$ cat config.mk
export PLATFORM = sky130hd
export DESIGN_NAME = restoring_div_16by8
export DESIGN_NICKNAME = d
export VERILOG_FILES = /design/src/rtl/div_pkg.sv /design/src/rtl/div_sign_fix.sv /design/src/rtl/restoring_div_16by8.sv
export SDC_FILE = /design/constraint.sdc
export NUM_CORES = 1
export LEC_CHECK = 0
export CAP_MARGIN = 25
export CORE_ASPECT_RATIO = 0.9
export CORE_MARGIN = 1.5
export CORE_UTILIZATION = 35
export CTS_CLUSTER_DIAMETER = 50
export DETAILED_ROUTE_END_ITERATION = 6
export DONT_BUFFER_PORTS = 1
export SKIP_CTS_REPAIR_TIMING = 1
export SLEW_MARGIN = 30
export SYNTH_ARGS = -nofsm -noshare
export SYNTH_HDL_FRONTEND = slang
export SYNTH_SLANG_ARGS = --single-unit
$ cat constraint.sdc
create_clock -name clk -period 4.5 [get_ports clk]
set_input_delay 0.675 -clock clk [delete_from_list [all_inputs] [get_ports clk]]
set_output_delay 0.675 -clock clk [all_outputs]
set_load 0.01 [all_outputs]
$ cat src/rtl/div_pkg.sv
// Shared constants and FSM state type for the 16-by-8 restoring divider.
package div_pkg;

    localparam int unsigned DIV_DW   = 16;
    localparam int unsigned DIV_SW   = 8;
    localparam int unsigned DIV_ITER = 16;
    localparam int unsigned DIV_CW   = 5;

    typedef enum logic [1:0] {
        IDLE = 2'd0,
        CALC = 2'd1,
        FIX  = 2'd2,
        DONE = 2'd3
    } div_state_t;

endpackage

$ cat src/rtl/div_sign_fix.sv
// Conditional two's-complement negation: absolute value on entry, sign restore on exit.
module div_sign_fix #(
    parameter int unsigned W = 8
) (
    input  logic [W-1:0] val,
    input  logic         neg,
    output logic [W-1:0] res_c
);

    assign res_c = neg ? W'(~val + W'(1)) : val;

endmodule

$ cat src/rtl/restoring_div_16by8.sv
// Sequential radix-2 restoring divider, 16-bit dividend by 8-bit divisor, one quotient bit per clock.
// Signed when RESTORING_DIV_SIGNED_EN is defined, unsigned otherwise.
module restoring_div_16by8
    import div_pkg::*;
(
    input  logic              clk,
    input  logic              reset,
    input  logic              start,
    input  logic [DIV_DW-1:0] a,
    input  logic [DIV_SW-1:0] b,
    output logic [DIV_DW-1:0] q,
    output logic [DIV_SW-1:0] r,
    output logic              rdy,
    output logic              busy,
    output logic              dbz,
    output logic              ovf
);

    div_state_t        state, state_n;
    logic [DIV_DW-1:0] dvd, dvd_n;
    logic [DIV_SW:0]   rem, rem_n;
    logic [DIV_SW-1:0] bmag, bmag_n;
    logic [DIV_CW-1:0] cnt, cnt_n;
    logic              qsign, qsign_n;
    logic              rsign, rsign_n;
    logic              ovf_pend, ovf_pend_n;
    logic [DIV_DW-1:0] q_n;
    logic [DIV_SW-1:0] r_n;
    logic              rdy_n, busy_n, dbz_n, ovf_n;

    logic              sgn_a_c, sgn_b_c, ovf_hit_c;

`ifdef RESTORING_DIV_SIGNED_EN
    assign sgn_a_c   = a[DIV_DW-1];
    assign sgn_b_c   = b[DIV_SW-1];
    assign ovf_hit_c = (a == 16'h8000) && (b == 8'hFF);
`else
    assign sgn_a_c   = 1'b0;
    assign sgn_b_c   = 1'b0;
    assign ovf_hit_c = 1'b0;
`endif

    // One negator per path, shared between operand entry and result correction in FIX.
    logic              in_fix_c;
    logic [DIV_DW-1:0] dq_in_c, dq_out_c;
    logic [DIV_SW-1:0] rb_in_c, rb_out_c;
    logic              dq_neg_c, rb_neg_c;

    assign in_fix_c = (state == FIX);
    assign dq_in_c  = in_fix_c ? dvd : a;
    assign dq_neg_c = in_fix_c ? qsign : sgn_a_c;
    assign rb_in_c  = in_fix_c ? rem[DIV_SW-1:0] : b;
    assign rb_neg_c = in_fix_c ? rsign : sgn_b_c;

    div_sign_fix #(.W(DIV_DW)) u_fix_dq (
        .val   (dq_in_c),
        .neg   (dq_neg_c),
        .res_c (dq_out_c)
    );

    div_sign_fix #(.W(DIV_SW)) u_fix_rb (
        .val   (rb_in_c),
        .neg   (rb_neg_c),
        .res_c (rb_out_c)
    );

    // Trial subtraction; a set rem[8] means the shifted value already exceeds any divisor.
    logic [DIV_SW:0]   sh_c;
    logic [DIV_SW+1:0] diff_c;
    logic              ge_c;

    assign sh_c   = {rem[DIV_SW-1:0], dvd[DIV_DW-1]};
    assign diff_c = {1'b0, sh_c} - {2'b00, bmag};
    assign ge_c   = rem[DIV_SW] | ~diff_c[DIV_SW+1];

    always_comb begin
        state_n    = state;
        dvd_n      = dvd;
        rem_n      = rem;
        bmag_n     = bmag;
        cnt_n      = cnt;
        qsign_n    = qsign;
        rsign_n    = rsign;
        ovf_pend_n = ovf_pend;
        q_n        = q;
        r_n        = r;
        rdy_n      = rdy;
        busy_n     = busy;
        dbz_n      = dbz;
        ovf_n      = ovf;
        case (state)
            IDLE, DONE: begin
                if (start) begin
                    if (b != '0) begin
                        dvd_n      = dq_out_c;
                        bmag_n     = rb_out_c;
                        qsign_n    = sgn_a_c ^ sgn_b_c;
                        rsign_n    = sgn_a_c;
                        ovf_pend_n = ovf_hit_c;
                        cnt_n      = '0;
                        rem_n      = '0;
                        rdy_n      = 1'b0;
                        busy_n     = 1'b1;
                        state_n    = CALC;
                    end else begin
                        q_n     = '1;
                        r_n     = a[DIV_SW-1:0];
                        dbz_n   = 1'b1;
                        ovf_n   = 1'b0;
                        rdy_n   = 1'b1;
                        state_n = DONE;
                    end
                end
            end
            CALC: begin
                dvd_n = {dvd[DIV_DW-2:0], ge_c};
                rem_n = ge_c ? diff_c[DIV_SW:0] : sh_c;
                cnt_n = cnt + DIV_CW'(1);
                if (cnt == DIV_CW'(DIV_ITER - 1)) begin
                    state_n = FIX;
                end
            end
            FIX: begin
                q_n     = dq_out_c;
                r_n     = rb_out_c;
                dbz_n   = 1'b0;
                ovf_n   = ovf_pend;
                rdy_n   = 1'b1;
                busy_n  = 1'b0;
                state_n = DONE;
            end
            default: state_n = IDLE;
        endcase
    end

    always_ff @(posedge clk or posedge reset) begin
        if (reset) state <= IDLE;
        else       state <= state_n;
    end

    always_ff @(posedge clk or posedge reset) begin
        if (reset) begin
            dvd      <= '0;
            rem      <= '0;
            bmag     <= '0;
            cnt      <= '0;
            qsign    <= 1'b0;
            rsign    <= 1'b0;
            ovf_pend <= 1'b0;
            q        <= '0;
            r        <= '0;
            rdy      <= 1'b0;
            busy     <= 1'b0;
            dbz      <= 1'b0;
            ovf      <= 1'b0;
        end else begin
            dvd      <= dvd_n;
            rem      <= rem_n;
            bmag     <= bmag_n;
            cnt      <= cnt_n;
            qsign    <= qsign_n;
            rsign    <= rsign_n;
            ovf_pend <= ovf_pend_n;
            q        <= q_n;
            r        <= r_n;
            rdy      <= rdy_n;
            busy     <= busy_n;
            dbz      <= dbz_n;
            ovf      <= ovf_n;
        end
    end

endmodule

* Word level (Yosys, flattened, before mapping)
Index checks and enable logic that the tools add are counted.
** Storage, ports and cells
- Bits in registers :: 68
- Word-level logic and storage cells :: 68
- Input bits :: 27
- Output and inout bits :: 28
** Operators by class
- Muxes and demuxes :: 34
- Add/sub/neg operators :: 2
- Bitwise logic cells :: 2
- Equality and inequality tests :: 8
- Reduce and logical (&&, ||, !) cells :: 11
** Operators by type and width (number)
- 16-bit two-way mux :: 5
- 16-bit case mux with 2 select lines :: 2
- 9-bit two-way mux :: 3
- 8-bit two-way mux :: 3
- 9-bit case mux with 2 select lines :: 1
- 8-bit case mux with 2 select lines :: 1
- 3-bit AND reduction :: 4
- 5-bit two-way mux :: 2
- 5-bit case mux with 2 select lines :: 1
- 9-bit by 8-bit subtractor with 10-bit output :: 1
- 1-bit two-way mux :: 8
- 2-bit inequality test, second input constant :: 4
- 1-bit case mux with 2 select lines :: 4
- 8-bit nonzero test :: 1
- 2-bit two-way mux :: 3
- 2-bit case mux with 3 select lines :: 1
- 5-bit by 1-bit adder with 5-bit output, second input constant :: 1
- 5-bit by 4-bit equality test with 1-bit output, second input constant :: 1
- 2-bit equality test, second input constant :: 2
- 2-bit AND reduction :: 2
- 2-bit nonzero test :: 2
- 2-bit by 1-bit equality test with 1-bit output, second input constant :: 1
- 2-bit logical NOT :: 1
- 2-bit OR reduction :: 1
- other kinds (2) :: 2

* Longest topological paths before layout
Gate-level depths: netlist (run 1).
- Depth after elaboration :: 5
- Gate-level depth with buffers :: 9
- Depth with buffers taken out :: 8

* Hierarchy
A second synthesis (run 1) with hierarchy kept.
** Unflattened totals
- Cells, all modules :: 451
- Area total of the unflattened synthesis :: 4270.3 sq um
** By module, submodules not included
- restoring_div_16by8 :: area each 3766.1 sq um, instances 1, seq. area each 1676.6 sq um, cells each 383
- div_sign_fix at u_fix_dq :: area each 332.8 sq um, instances 1, seq. area each 0.0 sq um, cells each 47
- div_sign_fix at u_fix_rb :: area each 171.4 sq um, instances 1, seq. area each 0.0 sq um, cells each 21

* Worst setup path before layout (run 1)
No wires, ideal clock.
- Path type :: in2reg
- Start point :: in b[6]
- End point :: reg rem[7]
- Library setup time :: 126 ps
- Stages :: 6
- Buffers on the path :: 1
- Path slack :: 2584 ps
- Arrival time :: 1790 ps
- Data required time :: 4374 ps
- Cell sequence :: nor4_4 a21oi_4 o21ai_2 buf_4 nor4_1 a221o_1
** Between the ends
- Longest elaborated chain between the ends :: 3
** RTL lines
- start, declared :: line restoring_div_16by8.sv:10 : input logic [DIV_SW-1:0] b,
- 8-bit nonzero test :: line restoring_div_16by8.sv:94 : if (b != '0) begin
- 2-bit inequality test (no line)
- 3-bit AND reduction (no line)
- end signal, assigned :: line restoring_div_16by8.sv:158 : rem <= rem_n;
- end, declared :: line restoring_div_16by8.sv:21 : logic [DIV_SW:0] rem, rem_n;
No other way between the ends.
A chain may end at the register's enable or synchronous reset.

* Worst setup path after layout (run 1)
- Start point :: reg state[0]
- End point :: reg q[15]
** Between the ends
- Longest elaborated chain between the ends :: 4
- Elaborated cells on any way between the ends :: 10
- Classes of those cells :: 4 x eq/ne; 2 x mux; 4 x reduce/logical
** RTL lines
- start, declared :: line restoring_div_16by8.sv:19 : div_state_t state, state_n;
- start signal, assigned :: line restoring_div_16by8.sv:138 : else state <= state_n;
- 2-bit equality test or 2-bit logical NOT (tied branches) :: line restoring_div_16by8.sv:91 : case (state)
- 2-bit OR reduction :: line restoring_div_16by8.sv:91
- 2-bit inequality test (no line) or 2-bit nonzero test (tied branches)
- 3-bit AND reduction (no line)
- end signal, assigned :: line restoring_div_16by8.sv:164 : q <= q_n;
- end, declared :: line restoring_div_16by8.sv:11 : output logic [DIV_DW-1:0] q,
Several ways; a longest one is shown, not always the timed one.

==> flow_metrics.py, run 1 <==
metrics = {
    "finish": {
        "drive_gt1_share_pct": 8.09,
        "area_growth_pct": 9.88,
        "fillers": 999,
        "final_nets": 408,
        "layout_commonest_cell": "dfrtp_1",
        "final_area_sq_mm": 0.00399,
        "layout_common_cells": "dfrtp_1, nor2_1, inv_1, nand2_1, a21oi_1",
        "antenna_cells": 0,
    },
    "power": {
        "total_leakage_power_nw": 1.64,
        "power_mw": 3.53,
        "seqPwrFrac_pct": 32.5,
        "ir_drop_uv": 316,
        "swShare_pct": 44.9,
        "powerDensity_mw_per_mm2": 883,
        "p_sw_mw": 1.58,
        "p_int_mw": 1.94,
        "p_comb_share_pct": 48.2,
        "pwr-share-clk_pct": 19.3,
    },
    "grt": {
        "grt_pass1_wl_um": 14800,
        "antenna_found_initial": 0,
        "grt_use_total_pct": 17.1,
        "grt_max_degree": 41,
        "grt_pass1_vias": 2815,
        "grt-ovfl-total": 0,
    },
    "placed_design": {
        "io_buffers": 0,
        "gp_congestion": 0.853,
        "hpwl_um": 6390,
        "dpl_worst_slack_ps": 1790,
        "postPlaceCellArea_sq_mm": 0.00370,
    },
    "worst_hold_path": {
        "hold_class": "in -> async",
    },
    "route": {
        "viasPerCell": 5.74,
        "wl_per_cell_um": 18.0,
        "drt_iter0_drc": 253,
        "drt_wl_total_um": 8990,
        "drc": 0,
        "drtPass1Iterations": 5,
        "antenna_left": 0,
        "vias": 2869,
    },
    "setup_path": {
        "cp-start-kind": "register",
        "end_kind": "register",
        "cp.arrival_ps": 2700,
        "r2r-end": "q[15]",
        "crit_fanout": 28,
        "max_stage_delay_ps": 750,
        "crit_slowest_cell": "o22ai_4",
        "rrSetupSlack_ps": 2050,
        "crit_type": "reg -> reg",
        "crit_start": "state[0]",
        "reg2regPathDepth": 7,
        "crit_chain": "inv_1 -> ha_2 -> clkinv_1 -> o22ai_4 -> buf_8 -> nor2_1 -> a31oi_1",
        "cp_data_required_time_ps": 4750,
        "worstReg2RegStart": "state[0]",
    },
    "flow_run": {
        "max_cap_violations": 0,
    },
    "synth": {
        "ys_seq_area_share_pct": 46.1,
        "synth_fp_nets": 420,
        "synthesis.instances": 379,
        "yosysWarnings": 0,
        "avgSynthCellArea_sq_um": 9.59,
        "synth_flop_cell": "dfrtp_1",
        "ys_types": 54,
        "synth_area_sq_mm": 0.00363,
        "synth-seq-cells": 67,
        "synth-edff-count": 0,
        "async_flop_share_pct": 100,
    },
    "cts": {
        "clk_latency_ps": 330,
        "cts_tree": "yes",
        "clockRootBuffer": "clkbuf_16",
        "h-tree-depth": 3,
        "cts.clk_slew.worst_paths_ps": 60,
        "cts_buffers": 9,
        "cts_sinks": 67,
        "clockBufferDepth": 2,
    },
    "die": {
        "row_count": 35,
        "core_area_sq_mm": 0.0102,
        "die-height_um": 99.7,
        "die_w_um": 110,
        "initial_utilization_pct": 35.8,
        "num_io_pins": 55,
        "die_area_sq_mm": 0.0110,
    },
    "sta": {
        "fmax_mhz": 407,
        "worstMarginPinSlew_ps": 908,
        "rsz0062_at_grt": "false",
        "fin_skew_ps": 5.90,
        "finalSetupTns_ps": 0,
        "hold_viol_final": 0,
        "slew-limit-headroom_pct": 39.0,
        "slew_viol_final": 0,
        "fin_crit_ps": 2450,
        "finalCritPeriodShare_pct": 54.5,
        "fin_ws_ps": 2050,
        "finalSetupViolCount": 0,
    },
    "status": {
        "status": "completed",
    },
}
==> worst max-delay path by stage <==
stage,to,slack (ps),cells past startpoint
final,q[15],2050,7
after global routing,rem[5],1880,6
after CTS,dvd[6],1760,5
after detailed placement,dvd[6],1790,5
after global placement,dvd[5],1900,5
after floorplan,bmag[0],2140,1
==> power by group through the flow <==
| stage | logic (mW) | registers, mW | clock network (mW) |
|---|---|---|---|
| 3_5_place_dp | 1.69 | 1.16 | 0 |
| 4_1_cts | 1.69 | 1.15 | 0.691 |
| 6_report | 1.70 | 1.14 | 0.682 |
| 3_3_place_gp | 1.63 | 1.15 | 0 |
| 2_1_floorplan | 1.39 | 1.08 | 0 |
| 5_1_grt | 1.92 | 1.18 | 0.717 |
==> through the flow <==
step           hold WS [ps]  instances  util (%)
6_report                310        500      39.3
5_1_grt                 364        500      39.3
3_3_place_gp            466        484      36.3
4_1_cts                 332        500      39.3
2_1_floorplan           450        379         -
3_5_place_dp            471        485      36.5
==> cell usage after synthesis, types with 3 or more instances <==
| master | number | area, sq um |
|---|---|---|
| a211oi_1 | 3 | 22.5 |
| a21oi_1 | 23 | 115 |
| a222oi_1 | 12 | 120 |
| a31oi_1 | 16 | 100 |
| a32oi_1 | 3 | 26.3 |
| buf_2 | 15 | 75.1 |
| buf_4 | 3 | 22.5 |
| clkbuf_1 | 8 | 30.0 |
| dfrtp_1 | 67 | 1680 |
| ha_1 | 13 | 163 |
| inv_1 | 34 | 128 |
| mux2i_1 | 18 | 180 |
| nand2_1 | 25 | 93.8 |
| nand3_1 | 3 | 15.0 |
| nand4_1 | 5 | 31.3 |
| nor2_1 | 37 | 139 |
| nor3_1 | 4 | 20.0 |
| o211ai_1 | 4 | 30.0 |
| o21a_1 | 3 | 22.5 |
| o21ai_0 | 19 | 95.1 |
| o22ai_1 | 19 | 119 |
| xnor2_1 | 3 | 26.3 |
==> area by class of cell <==
cell class,count,area [sq um],area share [%]
Inverter,35,131,3.29
Multi-Input combinational cell,250,1700,42.6
Clock inverter,5,55.1,1.38
Sequential cell,67,1680,42.0
Tap cell,129,161,4.04
Timing Repair Buffer,4,37.5,0.940
Clock buffer,10,229,5.73
==> kinds of logic after synthesis <==
logic type               after synthesis  synth area share, %
multiplexers                          19                 5.27
other                                  1                0.103
flip-flops                            67                 46.1
adder cells (fa/ha/maj)               14                 5.03
AO/OA/AOI/OAI                        123                 23.4
buffers and inverters                 62                 7.44
XOR/XNOR                               3                0.723
AND/OR/NAND/NOR                       90                 11.9
==> metal layers <==
layer  routed length (um)  up-vias  global-route usage [%]
met5                    0        -                       0
met4                  191        0                    7.50
met3                  696       17                    5.97
met2                 4010      107                    26.7
met1                 4100     1384                    21.5
li1                     -     1361                       -
==> flip-flops by register name, indices dropped and copies added, names as in the netlist <==
register  flops
rem           9
bmag          8
dbz           1
state         2
busy          1
rdy           1
cnt           5
dvd          16
q            16
r             8
==> critical path, delay by kind of cell (launching register included) <==
kind	cells	cell delay, ps
compound gates	2	890
fa+ha+maj	1	170
buf+inv	3	820
flops	1	410
simple gates	1	50
Note: power is estimated with default switching activity, not from simulation.
==> inputs of run 2 (changes only) <==
Clock period 4.5 ns to 2.4 ns, I/O delays scaled along.
==> run 2 against run 1 <==
Effect of this change: first-iteration DRC count increased by 39%; critical path type unchanged; routed wire length increased by 4.4%; cell count increased by 2.4%; the run now ends with hold timing left; clock-buffer cell count decreased by 1; clock skew decreased by 0.55 ps; hold slack got worse by 310 ps; sequential power increased by 85%.
==> flow_metrics.py, run 2 (synthesis results as in run 1) <==
metrics = {
    "status": {
        "status": "finished with violations",
        "violations": "hold timing",
    },
    "setup_path": {
        "crit_fanout": 3,
        "cp_data_required_time_ps": 2620,
        "end_kind": "register",
        "cp-start-kind": "register",
        "reg2regPathDepth": 8,
        "max_stage_delay_ps": 410,
        "crit_type": "reg -> reg",
        "cp.arrival_ps": 2380,
        "crit_slowest_cell": "fa_1",
        "crit_chain": "inv_1 -> ha_1 -> fa_1 -> nor2b_1 -> o211ai_1 -> a21oi_1 -> a32oi_1 -> o41ai_1",
    },
    "sta": {
        "rsz0062_at_grt": "false",
        "slew-limit-headroom_pct": 56.6,
        "finalSetupTns_ps": 0,
        "fin_crit_ps": 2150,
        "finalSetupViolCount": 0,
        "hold_viol_final": 2,
        "fin_ws_ps": 245,
        "slew_viol_final": 0,
        "hold_slack_ps": -1.39,
        "worstMarginPinSlew_ps": 651,
        "fin_skew_ps": 5.35,
        "fmax_mhz": 464,
        "finalCritPeriodShare_pct": 89.8,
    },
    "placed_design": {
        "hpwl_um": 6460,
        "dpl_worst_slack_ps": 94.3,
        "io_buffers": 0,
        "dp.cells": 493,
        "gp_congestion": 0.832,
    },
    "cts": {
        "clockRootBuffer": "clkbuf_16",
        "clk_latency_ps": 330,
        "clockBufferDepth": 2,
        "cts_buffers": 9,
        "cts.clk_slew.worst_paths_ps": 60,
        "h-tree-depth": 3,
        "cts_sinks": 67,
        "cts_tree": "yes",
    },
    "power": {
        "p_int_mw": 3.88,
        "p_sw_mw": 3.08,
        "powerDensity_mw_per_mm2": 1680,
        "swShare_pct": 44.3,
        "pwr-share-clk_pct": 20.8,
        "p_comb_share_pct": 48.8,
        "seqPwrFrac_pct": 30.4,
        "total_leakage_power_nw": 1.72,
        "ir_drop_uv": 653,
    },
    "grt": {
        "grt_pass1_vias": 2857,
        "grt_max_degree": 51,
        "grt-ovfl-total": 0,
        "grt_use_total_pct": 17.7,
        "antenna_found_initial": 0,
        "grt_pass1_wl_um": 15400,
    },
    "route": {
        "viasPerCell": 5.66,
        "vias": 2896,
        "drtPass1Iterations": 6,
        "wl_per_cell_um": 18.3,
        "drc": 0,
        "antenna_left": 0,
        "drt_iter0_drc": 352,
        "drt_wl_total_um": 9390,
    },
    "finish": {
        "layout_common_cells": "dfrtp_1, nor2_1, inv_1, nand2_1, a21oi_1",
        "layout_commonest_cell": "dfrtp_1",
        "fin_util_pct": 40.7,
        "drive_gt1_share_pct": 11.2,
        "area_growth_pct": 13.7,
        "final_cells": 512,
        "final_nets": 419,
        "largestRegisters": "dvd x16, q x16, rem x9",
        "antenna_cells": 0,
    },
    "die": {
        "die_area_sq_mm": 0.0110,
        "initial_utilization_pct": 35.8,
        "die_w_um": 110,
        "row_count": 35,
        "core_area_sq_mm": 0.0102,
        "die-height_um": 99.7,
        "num_io_pins": 55,
    },
    "flow_run": {
        "max_cap_violations": 0,
    },
    "worst_hold_path": {
        "hold_class": "in -> async",
    },
}
run 2: path summary, 6_finish.rpt:
check,startpoint,endpoint,slack [ps]
min in group clk,start,rdy,170
hold reg to reg,bmag[6],bmag[6],480
setup / recovery,dvd[15],rem[8],250
hold / removal,reset,bmag[2],-1
max in group asynchronous,reset,r[0],1750
setup reg to reg,dvd[15],rem[8],250
run 2: through the flow:
step / instance area [sq um] / power [mW]
2_1_floorplan: 3630 / 4.63
3_3_place_gp: 3780 / 5.34
3_5_place_dp: 3780 / 5.44
4_1_cts: 4110 / 6.91
5_1_grt: 4130 / 7.47
6_report: 4130 / 6.96
run 2: layer usage:
layer | vias to the layer above | share of wire (%) | GRT usage [%]
met1 | 1388 | 47 | 24.1
met2 | 118 | 44 | 27.1
met5 | - | 0 | 0
li1 | 1378 | - | -
met4 | 0 | 1.4 | 5.82
met3 | 12 | 7.4 | 5.30
run 2: final cells by class:
| cell class | instances | area [sq um] |
|---|---|---|
| repair buffers | 15 | 138 |
| well taps | 129 | 161 |
| inverters | 35 | 131 |
| multi-input cells | 250 | 1700 |
| clock inverters | 7 | 98.8 |
| flip-flops and latches | 67 | 1680 |
| fillers | 983 | 6030 |
| clock buffers | 9 | 225 |
run 2: worst max-delay path: cells and delay by family, from the launching register on:
| kind | cells | cell delay (ps) |
|---|---|---|
| AO/OA/AOI/OAI | 4 | 660 |
| adder cells (fa/ha/maj) | 2 | 660 |
| buffers and inverters | 1 | 120 |
| flip-flops | 1 | 370 |
| AND/OR/NAND/NOR | 1 | 230 |
run 2: power by group through the flow:
stage,Combinational (mW),Sequential [mW],Clock (mW)
after floorplan,2.61,2.02,0
after global placement,3.22,2.11,0
after detailed placement,3.31,2.14,0
after CTS,3.32,2.12,1.46
after global routing,3.77,2.18,1.52
final,3.40,2.11,1.45
